## config.mk

```make
export PLATFORM = sky130hd
export DESIGN_NAME = instr_sequencer
export DESIGN_NICKNAME = d
export VERILOG_FILES = /design/src/rtl/instr_sequencer.sv
export SDC_FILE = /design/constraint.sdc
export NUM_CORES = 1
export LEC_CHECK = 0
export CAP_MARGIN = 20
export CORE_MARGIN = 4
export CORE_UTILIZATION = 45
export CTS_BUF_LIST = sky130_fd_sc_hd__clkbuf_16
export CTS_CLUSTER_DIAMETER = 50
export CTS_CLUSTER_SIZE = 8
export DETAILED_ROUTE_END_ITERATION = 12
export PLACE_DENSITY = 0.7
export SLEW_MARGIN = 20
export SYNTH_ARGS = -nofsm -noshare
export SYNTH_HDL_FRONTEND = slang
export SYNTH_SLANG_ARGS = --single-unit
export TNS_END_PERCENT = 5
```

## constraint.sdc

```tcl
create_clock -name clk -period 5.91 [get_ports clk]
set_clock_uncertainty 0.2 [all_clocks]
set_input_delay 1.182 -clock clk [delete_from_list [all_inputs] [get_ports clk]]
set_output_delay 1.182 -clock clk [all_outputs]
set_load 0.02 [all_outputs]
```

## src/rtl/instr_sequencer.sv

```systemverilog
// Instruction sequencer: loads a small program store, then fetches and issues words to a datapath
// until a HALT opcode or the last address. Optional abort input is enabled by the SEQ_ABORT_EN macro.
module instr_sequencer #(
    parameter int          INSTR_W    = 12,
    parameter int          PROG_DEPTH = 16,
    parameter logic [2:0]  HALT_OP    = 3'b111
) (
    input  logic               clk,
    input  logic               rst,
`ifdef SEQ_ABORT_EN
    input  logic               abort,
`endif
    input  logic               start,
    input  logic               prog_we,
    input  logic [3:0]         prog_addr,
    input  logic [INSTR_W-1:0] prog_data,
    input  logic               dp_ready,
    output logic [INSTR_W-1:0] instruction,
    output logic               instr_valid,
    output logic [3:0]         pc,
    output logic               busy,
    output logic               done,
    output logic [4:0]         issue_count
);

    localparam int         AW      = 4;
    localparam logic [AW-1:0] PC_LAST = AW'(PROG_DEPTH - 1);
    localparam logic [4:0] CNT_MAX = 5'd16;

    typedef enum logic [1:0] {IDLE, FETCH, ISSUE, DONE} state_t;

    state_t             state_q, state_d;
    logic [AW-1:0]      pc_q, pc_d;
    logic [INSTR_W-1:0] instr_q, instr_d;
    logic [4:0]         cnt_q, cnt_d;
    logic [INSTR_W-1:0] mem_q [PROG_DEPTH];

    logic [INSTR_W-1:0] rd_word;
    logic               is_halt;
    logic               xfer;
    logic               abort_req;

    assign rd_word = mem_q[pc_q];
    assign is_halt = (rd_word[INSTR_W-1 -: 3] == HALT_OP);
    assign xfer    = (state_q == ISSUE) && dp_ready;

`ifdef SEQ_ABORT_EN
    assign abort_req = abort && (state_q != IDLE);
`else
    assign abort_req = 1'b0;
`endif

    // Program store has no reset so a program survives rst; writes only land while idle.
    always_ff @(posedge clk) begin
        if (prog_we && state_q == IDLE)
            mem_q[prog_addr] <= prog_data;
    end

    always_ff @(posedge clk or posedge rst) begin
        if (rst) begin
            state_q <= IDLE;
            pc_q    <= '0;
            instr_q <= '0;
            cnt_q   <= '0;
        end else begin
            state_q <= state_d;
            pc_q    <= pc_d;
            instr_q <= instr_d;
            cnt_q   <= cnt_d;
        end
    end

    always_comb begin
        state_d = state_q;
        unique case (state_q)
            IDLE:  if (start) state_d = FETCH;
            FETCH: state_d = is_halt ? DONE : ISSUE;
            ISSUE: if (dp_ready) state_d = (pc_q == PC_LAST) ? DONE : FETCH;
            DONE:  state_d = IDLE;
            default: state_d = IDLE;
        endcase
        if (abort_req)
            state_d = IDLE;
    end

    always_comb begin
        pc_d    = pc_q;
        cnt_d   = cnt_q;
        instr_d = instr_q;
        if (state_q == IDLE && start) begin
            pc_d  = '0;
            cnt_d = '0;
        end
        if (state_q == FETCH)
            instr_d = rd_word;
        // The last address ends the run without wrapping pc.
        if (xfer) begin
            if (cnt_q != CNT_MAX)
                cnt_d = cnt_q + 5'd1;
            if (pc_q != PC_LAST)
                pc_d = pc_q + 4'd1;
        end
        if (abort_req) begin
            pc_d    = pc_q;
            cnt_d   = cnt_q;
            instr_d = instr_q;
        end
    end

    always_comb begin
        instr_valid = (state_q == ISSUE);
        busy        = (state_q != IDLE);
        done        = (state_q == DONE);
        instruction = instr_q;
        pc          = pc_q;
        issue_count = cnt_q;
    end

endmodule

```

# After elaboration in Yosys (flattened, before gate mapping)
# Memories as Yosys holds them, arrays and structs flattened.
# Index checks and enable logic that the tools add are counted.
totals:
  register_bits: 23
  mem_bits_rw: 192
  inputBits: 21
  out_inout_bits: 24
  wordCells: 35
  memories: 1
mem_list:
  columns: ["name", "depth", "word_bits", "rd", "rd_ports_with_merged_regs", "wr", "line_no", "source"]
  rows:
  - ["mem_q", 16, 12, 1, 0, 1, "36", "logic [INSTR_W-1:0] mem_q [PROG_DEPTH];"]
op_classes:
  add_sub_neg: 2
  n_eq_ne: 9
  n_mux: 13
  n_reduce_logical: 6
ops:
  columns: ["operator", "count"]
  rows:
  - ["5-bit two-way mux", 3]
  - ["4-bit two-way mux", 3]
  - ["2-bit one-hot mux with 4 select lines", 1]
  - ["2-bit two-way mux", 3]
  - ["5-bit by 1-bit adder with 5-bit output (second input constant)", 1]
  - ["5-bit != test (second input constant)", 1]
  - ["4-bit by 1-bit adder with 4-bit output (second input constant)", 1]
  - ["2-bit equality test (second input constant)", 2]
  - ["4-bit equality test (second input constant)", 1]
  - ["2-bit != test (second input constant)", 2]
  - ["4-bit != test (second input constant)", 1]
  - ["3-bit equality test (second input constant)", 1]
  - ["1-bit logical AND", 3]
  - ["1-bit two-way mux", 3]
  - ["2-bit by 1-bit equality test with 1-bit output (second input constant)", 1]
  - ["2-bit zero test", 1]
  - ["2-bit AND reduction", 1]
  - ["2-bit nonzero test", 1]

# Longest topological paths before layout
depth:
  ltp_word: 5
  mapped_depth: 8
  ltp_nobuf: 6

# Worst setup path before layout
# OpenSTA, ideal clock, no wires.
synth_timing:
  path_type: "in2reg"
  from: "input prog_addr[2]"
  to: "memory mem_q[0][0], enable pin"
  setup_time_ns: 0.396
  arrival_time_ns: 2.480
  required_ns: 5.314
  setup_slack_ns: 2.834
  path_stages: 2
  n_path_buf: 0
  path_cell_list: "or3_1 -> nor3_1"
synth_lines:
  columns: ["element", "line_no", "source"]
  rows:
  - ["start, declared", "15", "input logic [3:0] prog_addr,"]
  - ["end, declared", "36", null]
# No word-level cell before the write port.

# Worst setup path after layout
layout_timing:
  from: "register pc_q[0], in the netlist pc[0]"
  to: "output pc[0]"
layout_lines:
  columns: ["element", "line_no", "source"]
  rows:
  - ["start, declared", "33", "logic [AW-1:0] pc_q, pc_d;"]
  - ["start signal, assigned", "67", "pc_q <= pc_d;"]
  - ["end, declared", "20", "output logic [3:0] pc,"]
# No word-level cell between the ends.

==> results.sh <==
export IMPL_status="finished, final reports clean"
export IMPL_ys_seq_area_frac=0.747
export IMPL_layout_common_cells="192 x edfxtp_1, 44 x clkdlybuf4s50_1, 43 x nand2_1"
export IMPL_clk_path_buf_depth=3
export IMPL_finalMaxSlewViolations=0
export IMPL_ys_ff_latch=215
export IMPL_reg2reg_to="state_q[0]"
export IMPL_place_ws_ns=2.17
export IMPL_gp_congestion=0.810
export IMPL_reg2reg_from="pc[0]"
export IMPL_crit_slowest_cell="dfrtp_2"
export IMPL_cp_end_kind="output pin"
export IMPL_io_buffers=44
export IMPL_fp_row_count=49
export IMPL_rsz0062_at_grt="false"
export IMPL_finalWirelength_mm=17.3
export IMPL_drt_iter0_drc=455
export IMPL_cts_tree="yes"
export IMPL_crit_family="flip-flops"
export IMPL_critPathBufInv=1
export IMPL_syn_inst=415
export IMPL_vias_per_cell=5.78
export IMPL_grt_pass1_wl_mm=26.2
export IMPL_synth_cell_type_count=37
export IMPL_path_cells="clkdlybuf4s50_1"
export IMPL_die_x_um=145
export IMPL_floorplan_initialDensity=0.464
export IMPL_diodes=0
export IMPL_cts_resized=0
export IMPL_worst_pin_slew_ns=1.09
export IMPL_clock_sinks=215
export IMPL_hold_buffers=0
export IMPL_grt_max_degree=36
export IMPL_antenna_found_initial=1
export IMPL_synth_edf_count=192
export IMPL_holdCritStartpoint="instruction[1]"
export IMPL_synth_area_um2=8490
export IMPL_crit_required_ns=4.53
export IMPL_ant_nets=0
export IMPL_htreeDepth=1
export IMPL_die_area_um2=21100
export IMPL_crit_arrival_ns=2.31
export IMPL_hpwl_mm=11.2
export IMPL_groute_usage_overall=0.165
export IMPL_hold_worst_slack_ns=0.276
export IMPL_syn_area_per_cell_um2=20.4
export IMPL_hold_viol=0
export IMPL_mostFrequentLayoutCell="edfxtp_1"
export IMPL_ys_warn_count=0
export IMPL_cts_setup_buffers=0
export IMPL_holdPathStages=2
export IMPL_p_per_area_nw_per_um2=410
export IMPL_peakVddDrop_mv=0.210
export IMPL_async_reset_ff_frac=0.107
export IMPL_fmax_mhz=271
export IMPL_crit_fanout=35
export IMPL_cts_clk_slew_worst_paths_ns=0.05
export IMPL_synth_flop_cell="edfxtp_1"
export IMPL_start_kind="flip-flop"
export IMPL_nNetsFinal=501
export IMPL_leakage_nw=3.34
export IMPL_numCtsBuffers=30
export IMPL_drive_gt1_frac=0.164
export IMPL_overflow=0
export IMPL_cts_root_buf="clkbuf_16"
export IMPL_coreArea_um2=18300
export IMPL_reg2reg_slack_ns=2.78
export IMPL_layout_setup_ws_ns=2.22
export IMPL_post_route_min_period_ns=3.69
export IMPL_setup_viol=0
export IMPL_syn_num_nets=439
export IMPL_holdPathEnd="instruction[1]"
export IMPL_worst_r2r_cell_count=6
export IMPL_slew_headroom=0.273
export IMPL_area_delta_synth_final_pct=17.6
export IMPL_cpPeakStageDelay_ns=1.02
export IMPL_timing_worst_setup_path_type="flip-flop to output pin"
export IMPL_vias=4141
export IMPL_grt_pass1_vias=4190
export IMPL_die_h_um=145
export IMPL_io_pins=45
export IMPL_wire_per_inst_um=24.2
export IMPL_hold_path_class="flip-flop to flip-flop"
export IMPL_cap_violations=0
export IMPL_post_route_period_util=0.625
export IMPL_first_pass_iters=5
export IMPL_drc_errors=0
export IMPL_final_setup_tns_ns=0
export IMPL_clock_latency_ns=0.52
## layout make-up
cell class / instances / area (um^2)
tap: 229 / 287
clock inverter: 11 / 41.3
inverter: 5 / 18.8
sequential: 215 / 6340
clock buffer: 31 / 776
multi-input combinational: 176 / 2040
timing repair buffer: 49 / 478
fill: 1396 / 8290
## logic make-up (layout without fill, tap and decap cells)
family / count (synthesis) / count (layout) / share of synthesized area
flip-flops: 215 / 215 / 0.747
AO/OA/AOI/OAI: 17 / 17 / 0.0136
XOR/XNOR: 1 / 1 / 0.00103
AND/OR/NAND/NOR: 90 / 90 / 0.0470
multiplexers: 65 / 65 / 0.170
buffers and inverters: 24 / 96 / 0.0171
adder cells (fa/ha/maj): 3 / 3 / 0.00442
## synth_stat cells (5+ instances only)
| library cell | number | area [um^2] |
|---|---|---|
| edfxtp_1 | 192 | 5770 |
| nand2_1 | 43 | 161 |
| mux4_2 | 29 | 653 |
| mux4_1 | 26 | 683 |
| dfrtp_1 | 23 | 576 |
| nor2_1 | 19 | 71.3 |
| buf_2 | 8 | 40.0 |
| mux2i_1 | 8 | 80.1 |
| nand3_1 | 7 | 35.0 |
| inv_1 | 5 | 18.8 |
## state kept, by name (all words and copies together) (netlist names)
name / cells
instruction: 12
state_q: 2
issue_count: 5
pc: 4
mem_q: 192
## worst max path at each step
stage,start,end,slack [ns],cells after the start
floorplan,prog_addr[2],mem_q[0][0],2.83,2
global placement,prog_we,mem_q[1][8],2.28,4
detailed placement,prog_we,mem_q[3][2],2.17,4
CTS,pc[0],pc[0],2.14,1
global route,pc[0],pc[0],2.09,1
finish,pc[0],pc[0],2.22,1
## where the power goes
part	total, mW	internal, mW	switching [mW]	leakage [nW]
sequential	1.85	1.74	0.103	2.02
clock	1.47	0.913	0.559	0.441
combinational	0.771	0.379	0.392	0.881
total	4.09	3.04	1.05	3.34
## per-layer routing
layer	global-route usage	routed length, um	up-vias	part of all wire
met5	0	13	-	0.00075
met4	0.0508	452	2	0.026
met3	0.0327	1200	37	0.070
met2	0.276	8690	184	0.50
met1	0.221	6960	2100	0.40
li1	-	-	1818	-
## metrics by stage
step           area [um^2]  power [mW]  utilization  cells
6_report              9980        4.09        0.546    716
5_1_grt               9980        4.27        0.546    716
4_1_cts               9960        4.13        0.545    715
3_5_place_dp          9140        2.66        0.500    673
2_1_floorplan         8490        2.36            -    415
3_3_place_gp          9140        2.64        0.500    673
Note: power is estimated with default switching activity, not from simulation.
